--- config.mk ---
export PLATFORM = sky130hd
export DESIGN_NAME = seq_comparator
export DESIGN_NICKNAME = d
export VERILOG_FILES = /design/src/rtl/comparator_pkg.sv /design/src/rtl/cmp_slice.sv /design/src/rtl/seq_comparator.sv
export SDC_FILE = /design/constraint.sdc
export NUM_CORES = 1
export LEC_CHECK = 0
export ABC_AREA = 0
export BUFFER_PORTS_ARGS = -buffer_cell sky130_fd_sc_hd__buf_2
export CAP_MARGIN = 20
export CORE_AREA = 10 10 131 133
export CTS_CLUSTER_SIZE = 8
export DETAILED_ROUTE_END_ITERATION = 10
export DIE_AREA = 0 0 141 143
export SLEW_MARGIN = 20
export SYNTH_ARGS = -nofsm -noshare
export SYNTH_HDL_FRONTEND = slang
export SYNTH_SLANG_ARGS = --single-unit
--- constraint.sdc ---
create_clock -name clk -period 2.4 [get_ports clk]
set_input_delay 0.24 -clock clk [delete_from_list [all_inputs] [get_ports clk]]
set_output_delay 0.24 -clock clk [all_outputs]
set_load 0.02 [all_outputs]
--- src/rtl/comparator_pkg.sv ---
// Shared types for the ForthSuper comparator path: flag vector layout,
// canonical flag encodings and the sequential comparator's FSM states.
package comparator_pkg;

   typedef struct packed {
      logic eq;
      logic neq;
      logic lt;
      logic lte;
      logic gt;
      logic gte;
   } cmp_flags_t;

   localparam cmp_flags_t CMP_EQ = 6'b100101;
   localparam cmp_flags_t CMP_LT = 6'b011100;
   localparam cmp_flags_t CMP_GT = 6'b010011;

   typedef enum logic [1:0] {IDLE, SCAN, DONE} cmp_state_t;

endpackage

--- src/rtl/cmp_slice.sv ---
// Combinational W-bit slice compare. inv_msb flips both slice MSBs so that the
// top slice of a two's-complement operand orders correctly under unsigned compare.
module cmp_slice #(
   parameter int W = 8
) (
   input  logic [W-1:0] x,
   input  logic [W-1:0] y,
   input  logic         inv_msb,
   output logic         lt,
   output logic         gt
);

   logic [W-1:0] xm;
   logic [W-1:0] ym;

   always_comb begin
      xm        = x;
      ym        = y;
      xm[W-1]   = x[W-1] ^ inv_msb;
      ym[W-1]   = y[W-1] ^ inv_msb;
   end

   assign lt = (xm < ym);
   assign gt = (xm > ym);

endmodule

--- src/rtl/seq_comparator.sv ---
// Iterative N-bit magnitude comparator: scans W-bit slices MSB-first and stops
// at the first differing slice. Valid/ready on both sides, one transaction at a time.
module seq_comparator
   import comparator_pkg::*;
#(
   parameter int N = 32,
   parameter int W = 8
) (
   input  logic         clk,
   input  logic         rst_n,
   input  logic         in_valid,
   output logic         in_ready,
   input  logic [N-1:0] a,
   input  logic [N-1:0] b,
   input  logic         sgn,
   output logic         out_valid,
   input  logic         out_ready,
   output logic [5:0]   o
);

   localparam int S  = (W > 0) ? N / W : 1;
   localparam int IW = (S > 1) ? $clog2(S) : 1;

   if ((W < 1) || (W > N) || (N % W != 0)) begin : g_bad_params
      $error("seq_comparator: W must divide N and satisfy 1 <= W <= N");
   end

   cmp_state_t    state, state_nx;
   logic [N-1:0]  a_q, b_q;
   logic          sgn_q;
   logic [IW-1:0] idx, idx_nx;
   cmp_flags_t    o_q, o_nx;
   logic [W-1:0]  xs, ys;
   logic          top, slt, sgt;

   assign in_ready  = (state == IDLE);
   assign out_valid = (state == DONE);
   assign o         = o_q;

   // Only one slice comparator: the current slice is muxed in by idx.
   assign xs  = W'(a_q >> (W * int'(idx)));
   assign ys  = W'(b_q >> (W * int'(idx)));
   assign top = (idx == IW'(S - 1));

   cmp_slice #(.W(W)) u_slice (
      .x       (xs),
      .y       (ys),
      .inv_msb (sgn_q & top),
      .lt      (slt),
      .gt      (sgt)
   );

   always_ff @(posedge clk or negedge rst_n) begin
      if (!rst_n) begin
         state <= IDLE;
         idx   <= IW'(S - 1);
         o_q   <= '0;
      end else begin
         state <= state_nx;
         idx   <= idx_nx;
         o_q   <= o_nx;
      end
   end

   always_comb begin
      state_nx = state;
      idx_nx   = idx;
      o_nx     = o_q;
      case (state)
         IDLE: begin
            if (in_valid) begin
               idx_nx   = IW'(S - 1);
               state_nx = SCAN;
            end
         end
         SCAN: begin
            if (slt || sgt) begin
               o_nx     = slt ? CMP_LT : CMP_GT;
               state_nx = DONE;
            end else if (idx == '0) begin
               o_nx     = CMP_EQ;
               state_nx = DONE;
            end else begin
               idx_nx = idx - IW'(1);
            end
         end
         DONE: begin
            if (out_ready) state_nx = IDLE;
         end
         default: state_nx = IDLE;
      endcase
   end

   // Operands are captured only on the accept edge; later input changes are ignored.
   always_ff @(posedge clk or negedge rst_n) begin
      if (!rst_n) begin
         a_q   <= '0;
         b_q   <= '0;
         sgn_q <= 1'b0;
      end else if (in_valid && in_ready) begin
         a_q   <= a;
         b_q   <= b;
         sgn_q <= sgn;
      end
   end

endmodule

Yosys cells after proc, flatten, opt, wreduce, memory -nomap -nowiden
Cells that the tools add are included.
- input bits: 69
- memories kept: 0
- bits in latches: 0
- logic and storage cells: 48
- register bits after elaboration: 75
- bits in writable memories: 0
- bits in read-only memories: 0
- div/mod/pow operators: 0
- shifts and indexed selects: 2
- bitwise logic cells: 3
- equal/unequal tests: 8
- reduce and logical (&&, ||, !) cells: 9
- magnitude comparators: 2
- muxes and demuxes: 12
- $add $sub $neg: 1
- $mul: 0
- operators by type and width (kind ; number):
    32-bit by 5-bit right shift with 8-bit output ; 2
    2-bit two-way mux ; 7
    6-bit two-way mux ; 2
    8-bit > comparator ; 1
    8-bit less-than comparator ; 1
    2-bit inequality test (second input constant) ; 3
    2-bit one-hot mux with 3 select lines ; 1
    2-bit == test (second input constant) ; 2
    2-bit logical NOT ; 2
    4-bit two-way mux ; 1
    2-bit one-hot mux with 2 select lines ; 1
    4-bit AND reduction ; 1
    2-bit nonzero test ; 2
    3-bit inequality test (second input constant) ; 1
    3-bit AND reduction ; 1
    2-bit by 1-bit == test with 1-bit output (second input constant) ; 1
    2-bit by 1-bit inequality test with 1-bit output (second input constant) ; 1
    2-bit AND reduction ; 1
    2-bit by 1-bit subtractor with 2-bit output (second input constant) ; 1
    1-bit bitwise XOR ; 2
    1-bit bitwise AND ; 1
    1-bit logical AND ; 1
    1-bit logical OR ; 1

Logic depth before layout (Yosys ltp)
Gate-level depths: netlist (run 1).
- word-level depth: 7
- gate-level depth with buffers: 10
- mapped depth without buffers: 9

Hierarchy
From an unflattened synthesis (run 1), not the netlist that was laid out.
- cells, all modules: 232
- area, all modules: 3764.9 um2
- modules (own cells, without submodules) (module ; cells each ; times used ; area an instance (um2)):
    seq_comparator ; 204 ; 1 ; 3543.4
    cmp_slice ; 28 ; 1 ; 221.5

Worst setup path before layout (run 1)
No wires, ideal clock.
- path type: register -> register
- start: register idx[0]
- end: register o_q, in the netlist o[1]
- data arrival time: 2448 ps
- period minus slack after synthesis: 2597 ps
- cell stages (with the launch flop): 10
- data required time: 2251 ps
- setup slack: -197 ps
- path through: dfstp_2 -> buf_4 -> buf_4 -> mux4_2 -> ha_1 -> nor2b_1 -> o211ai_1 -> a21oi_1 -> o21ai_0 -> o311ai_0
- cells in the longest elaborated chain, start to end: 7
- elaborated cells between the ends (all ways): 14
- those cells by class: 2 x order compare; 1 x eq/ne; 2 x shift; 2 x mux; 3 x bitwise; 4 x reduce/logical
- RTL lines (element ; RTL line ; RTL):
    start, declared ; seq_comparator.sv:31 ; logic [IW-1:0] idx, idx_nx;
    start signal, assigned ; seq_comparator.sv:56 ; idx <= IW'(S - 1);
    start signal, assigned ; seq_comparator.sv:60 ; idx <= idx_nx;
    branches (longest 7 deep; another with 8-bit less-than comparator) ; n/a ;
    end signal, assigned ; seq_comparator.sv:61 ; o_q <= o_nx;
    end, declared ; seq_comparator.sv:32 ; cmp_flags_t o_q, o_nx;
Several ways; the timed one is not identified.
A chain may end at the register's enable or synchronous reset.

Final worst setup path (run 1)
- start: register idx[0]
- end: register o_q, in the netlist o[2]
Same word-level chain as after synthesis.

==> impl_metrics.py, run 1 <==
metrics = {
    "min_path": {
        "hp-class": "in -> async",
    },
    "critical_path": {
        "crit_fanout": 5,
        "crit_required_ps": 2610,
        "cp.arrival_ps": 2790,
        "rr_startpoint": "idx[0]",
        "reg2reg_slack_ps": -170,
        "r2r_end": "o[2]",
        "endpoint_kind": "flop",
        "slowest_stage": "dfstp_2",
        "max_stage_delay_ps": 620,
        "start_kind": "flop",
        "path_cells": "mux4_2 -> xor2_1 -> ha_1 -> nand4_1 -> a21oi_1 -> nor2_2 -> o311a_1",
        "r2r_cells": 7,
        "crit_type": "reg -> reg",
    },
    "synth": {
        "synth_simple_gate_area_share_pct": 3.53,
        "synth_xor_area_share_pct": 0.490,
        "ys_seq_elements": 75,
        "avgSynthCellArea_sq_um": 15.3,
        "yosys_warnings": 0,
        "synthesis.nets": 313,
        "synth.area.top_cells": "dfrtp_1, mux2_2, mux4_2",
        "synth_top_family_by_area": "multiplexers",
        "syn_area_sq_mm": 0.00358,
        "ys_seq_area_share_pct": 52.6,
        "synth_mux_area_share_pct": 32.9,
        "yosysTopAreaCell": "dfrtp_1",
        "synth_top_area_share_pct": 51.1,
        "netlist_instances": 234,
        "synth_compound_area_share_pct": 2.87,
        "synth.distinct_cells": 33,
        "synthAdderAreaFrac_pct": 3.50,
    },
    "global_routing": {
        "grt_pass1_vias": 2608,
        "track_usage_pct": 8.81,
        "grt_max_degree": 76,
        "grt_pass1_wl_mm": 13.9,
        "antenna_found_initial": 1,
        "gr-total-overflow": 0,
    },
    "timing": {
        "fin_crit_ps": 2570,
        "final_hold_viol_count": 0,
        "finalClockSkew_ps": 6.88,
        "final.setup.tns_ps": -1010,
        "rsz0062_at_grt": "yes",
        "clock.fmax_mhz": 388,
        "max_slew.worst_pin.slew_ps": 940,
        "relSlewSlack_pct": 37.3,
        "timing.final.crit_share_pct": 107,
        "worst_slack_ps": -175,
        "timing.hold.ws_ps": 46.4,
        "drv_slew": 0,
        "setup_violations": 10,
    },
    "route": {
        "ant_nets": 0,
        "routedWlPerCell_um": 16.6,
        "drc": 0,
        "drt_iter0_drc": 86,
        "routed_wirelength_mm": 8.50,
        "num_vias": 2174,
        "via_per_inst": 4.24,
        "dr.pass1.iters": 4,
    },
    "layout": {
        "area_delta_synth_final_pct": 27.4,
        "nNetsFinal": 403,
        "drive_gt1_share_pct": 60.5,
        "instances_no_fill": 513,
        "antenna_cells": 0,
        "final_cell_mix": "buf_2, dfrtp_1, mux2_2, mux2_4, mux4_2",
        "final_common_cell": "buf_2",
    },
    "clocking": {
        "cts_buffer_depth": 2,
        "path_clk_slew_ps": 60,
        "clkLatencyLatePin_ps": 330,
        "numCtsBuffers": 9,
        "cts_root_buffer": "clkbuf_16",
        "cts_htree_levels": 3,
        "clkSinkCount": 75,
        "cts_tree": "done",
    },
    "floorplanning": {
        "die_y_um": 143,
        "std_cell_rows": 44,
        "start_util_pct": 24.8,
        "core_sq_mm": 0.0144,
        "ios": 77,
        "die_area_sq_mm": 0.0202,
        "die_w_um": 141,
    },
    "outcome": {
        "violations": "setup timing",
        "status": "finished with violations",
    },
    "placed_design": {
        "routabilityCongestion": 0.718,
        "dpl.hpwl_mm": 6.60,
        "placed_cells_incl_taps": 492,
        "portBuffers": 76,
    },
    "job": {
        "maxCapViolations": 0,
    },
    "power": {
        "ir_worst_vdd_mv": 0.445,
        "power_density_mw_per_mm2": 1270,
        "leakage_uw": 0.00209,
    },
}
[worst max-delay path by stage]
stage	from	cells after the start	end	slack, ps
final	idx[0]	7	o[2]	-170
after global routing	idx[0]	7	o[2]	-300
after CTS	idx[0]	7	o[2]	-170
after detailed placement	idx[0]	9	o[1]	-200
after global placement	idx[0]	9	idx[0]	-150
after floorplan	idx[0]	9	o[2]	-80
[cells in the mapped netlist]
library cell and instances:
inv_1 12, and2_4 1, nor3_1 1, a21oi_1 7, buf_6 3, nand3_1 1, nor2_1 7, buf_2 2
and2b_1 1, ha_1 10, nor2b_1 2, buf_4 6, xnor2_1 1, a22o_1 1, nand4_1 2, mux4_2 16
buf_8 1, nand2_1 4, o311ai_0 1, nand3b_1 1, o21ai_0 2, a22oi_1 1, a21o_1 2, o311a_1 1
mux2_2 48, dfrtp_1 73, mux2i_1 2, dfstp_2 2, or2b_1 1, o211ai_1 1, mux2_4 17, nand2b_1 3
xor2_1 1
[metal layers]
layer  track usage [%]  vias to the layer above  wire (um)
met3              2.62                       11        350
met1              10.6                     1082       3810
met2              14.5                       48       4210
met4              3.59                        0        130
met5                 0                        -          0
li1                  -                     1033          -
[worst max-delay path, delay by kind of cell, from the launching register on]
family                   cells  cell delay (ps)
flip-flops                   1              620
AO/OA/AOI/OAI                2              540
adder cells (fa/ha/maj)      1              330
AND/OR/NAND/NOR              2              270
multiplexers                 1              540
XOR/XNOR                     1              160
[final cells by class]
cell class              instances  area, sq um
flip-flops and latches         75         1880
well taps                     184          230
inverters                      12         45.0
clock inverters                 5         40.0
repair buffers                 91          533
fillers                      1439         9870
multi-input cells             135         1600
clock buffers                  11          233
[timing repair]
action                     4_1_cts  5_1_grt
pin swaps                        3        0
hold buffers                     0        0
hold endpoints to repair         0        0
setup endpoints to repair       10       10
setup buffers                    4        1
gates resized for setup          5        3
[registers in the layout, summed over array words and instances (netlist names)]
register  count
sgn_q         1
o             6
b_q          32
a_q          32
idx           2
state         2
[logic make-up after synthesis]
logic type,count (synthesis)
AO/OA/AOI/OAI,16
XOR/XNOR,2
adder cells (fa/ha/maj),10
buffers and inverters,24
flip-flops,75
multiplexers,83
AND/OR/NAND/NOR,24
[where the power goes]
group	switching [uW]	internal, uW
clock	530	704
sequential	333	1880
combinational	990	1350
[stage by stage]
step / power [uW] / util, % / setup WS, ps / cell area (sq um)
after detailed placement: 4430 / 29.2 / -199 / 4210
after global routing: 6200 / 31.6 / -298 / 4560
after CTS: 5810 / 31.4 / -175 / 4520
after floorplan: 3870 / - / -79.7 / 3600
after global placement: 4360 / 29.2 / -150 / 4210
final: 5780 / 31.6 / -175 / 4560
No activity file was read; power rests on OpenSTA's default activity.
==> run 2: changes to the inputs <==
Settings changed: BUFFER_PORTS_ARGS -buffer_cell sky130_fd_sc_hd__buf_2 to -buffer_cell sky130_fd_sc_hd__buf_4, CELL_PAD_IN_SITES_DETAIL_PLACEMENT set to 0, CELL_PAD_IN_SITES_GLOBAL_PLACEMENT set to 1, PLACE_DENSITY_LB_ADDON set to 0.1, SETUP_SLACK_MARGIN set to 0.15.
==> run 2 against run 1 <==
  * The run still ends with setup timing left
  * Global-route usage grew 0.47 points
  * Worst setup slack worse by 62 ps
  * Clock skew fell by 1.8 ps
  * Sequential share of layout area is 2.8 points lower
  * Critical path type unchanged
  * Sequential cell count stayed put
  * Critical path depth grew 1
  * Core utilization grew 2.3 points
  * Largest power group unchanged
  * Non-clock buffer count did not move
==> impl_metrics.py, run 2 (synthesis gave the netlist of run 1 again) <==
metrics = {
    "outcome": {
        "status": "finished with violations",
        "violations": "setup timing",
    },
    "route": {
        "ant_nets": 0,
        "drt_iter0_drc": 83,
        "drc": 0,
        "routedWlPerCell_um": 17.3,
        "via_per_inst": 4.24,
        "num_vias": 2173,
        "routed_wirelength_mm": 8.90,
        "dr.pass1.iters": 3,
    },
    "clocking": {
        "cts_root_buffer": "clkbuf_16",
        "numCtsBuffers": 9,
        "cts_buffer_depth": 2,
        "cts_htree_levels": 3,
        "clkLatencyLatePin_ps": 340,
        "clkSinkCount": 75,
        "path_clk_slew_ps": 60,
        "cts_tree": "done",
    },
    "floorplanning": {
        "die_w_um": 141,
        "start_util_pct": 24.8,
        "die_area_sq_mm": 0.0202,
        "die_y_um": 143,
        "ios": 77,
        "std_cell_rows": 44,
        "core_sq_mm": 0.0144,
    },
    "critical_path": {
        "endpoint_kind": "flop",
        "cp_common_cell": "nor2_1",
        "path_cells": "mux4_2 -> xor2_1 -> ha_1 -> nand4_1 -> nor2_1 -> nor2_1 -> o21ai_1 -> o311ai_0",
        "crit_type": "reg -> reg",
        "cp.arrival_ps": 2830,
        "crit_required_ps": 2600,
        "start_kind": "flop",
        "max_stage_delay_ps": 660,
        "crit_fanout": 7,
        "cpLargestDelayFamily": "flip-flops",
        "slowest_stage": "dfstp_2",
        "critical_path_buf_inv_count": 0,
    },
    "layout": {
        "drive_gt1_share_pct": 63.8,
        "antenna_cells": 0,
        "area_delta_synth_final_pct": 36.6,
        "final_cell_mix": "buf_4, dfrtp_1, mux2_2, mux2_4, mux4_2",
        "final_util_pct": 33.9,
        "seq_area_sq_mm": 0.00188,
        "nNetsFinal": 403,
        "fillCellCount": 1475,
        "multi_input_area_sq_mm": 0.00166,
        "final_common_cell": "buf_4",
    },
    "power": {
        "power_uw": 6080,
        "leakage_uw": 0.00221,
        "ir_worst_vdd_mv": 0.362,
        "power_density_mw_per_mm2": 1240,
    },
    "job": {
        "maxCapViolations": 0,
    },
    "timing": {
        "rsz0062_at_grt": "yes",
        "final_hold_viol_count": 0,
        "drv_slew": 0,
        "worst_slack_ps": -237,
        "max_slew.worst_pin.slew_ps": 522,
        "setup_violations": 10,
        "relSlewSlack_pct": 65.2,
        "timing.final.crit_share_pct": 110,
        "fin_crit_ps": 2640,
        "finalClockSkew_ps": 5.06,
        "clock.fmax_mhz": 379,
    },
    "global_routing": {
        "track_usage_pct": 9.27,
        "grt_pass1_vias": 2537,
        "grt_max_degree": 69,
        "grt_pass1_wl_mm": 14.3,
        "antenna_found_initial": 0,
        "gr-total-overflow": 0,
    },
    "min_path": {
        "hp-class": "in -> reg",
    },
    "placed_design": {
        "routabilityCongestion": 0.692,
        "portBuffers": 76,
        "pre_cts_ws_ps": -261,
        "dpl.hpwl_mm": 6.44,
    },
}
==> run 2: changes by cell type in the layout (fill, tap and decap cells not counted), sizes merged <==
cell,change
clkinvlp,-3
buf,-1
clkbuf,-1
clkinv,+3
bufinv,+1
dlygate4sd3,+1
==> run 2: path summary, 6_finish.rpt <==
check | depth (start not counted) | slack (ps) | endpoint | from
max reg2reg | 8 | -240 | o[1] | idx[0]
max | 8 | -240 | o[1] | idx[0]
max in group asynchronous | 3 | 1300 | idx[0] | rst_n
min in group asynchronous | 2 | 420 | a_q[10] | rst_n
min reg2reg | 1 | 500 | a_q[26] | a_q[26]
min | 2 | 130 | b_q[26] | b[26]
==> run 2: layer usage <==
metal / global-route usage [%] / vias up / routed length, um
li1: - / 1030 / -
met1: 11.0 / 1091 / 3890
met2: 15.0 / 43 / 4480
met3: 3.71 / 9 / 408
met4: 3.10 / 0 / 123
met5: 0 / - / 0
==> run 2: report_power, final <==
group | switching, uW | internal, uW | leakage [uW]
Clock | 524 | 823 | 0.000152
Combinational | 1050 | 1470 | 0.00119
Sequential | 328 | 1880 | 0.000874
Total | 1900 | 4180 | 0.00221
==> run 2: stage by stage <==
stage,instance area (sq um),hold slack [ps],std cells,TNS (ps)
global placement,4420,255,492,-1820
detailed placement,4420,255,492,-2050
finish,4880,125,513,-1890
floorplan,3600,-55.6,234,-366
global route,4880,110,513,-3430
CTS,4880,107,513,-1980
==> run 2: final cells by class <==
| type | count | area share (%) |
|---|---|---|
| inverter | 12 | 0.922 |
| clock inverter | 6 | 1.13 |
| sequential | 75 | 38.5 |
| clock buffer | 10 | 4.89 |
| multi-input combinational | 135 | 34.0 |
| timing repair buffer | 91 | 15.8 |
| tap | 184 | 4.71 |
==> run 2: timing repair <==
| action | in CTS | in global routing |
|---|---|---|
| endpoints found under the setup margin | 10 | 10 |
| pin swaps | 9 | 2 |
| setup buffers | 4 | 0 |
| hold buffers | 1 | 0 |
| endpoints found under the hold margin | 35 | 0 |
| resized for setup | 17 | 1 |
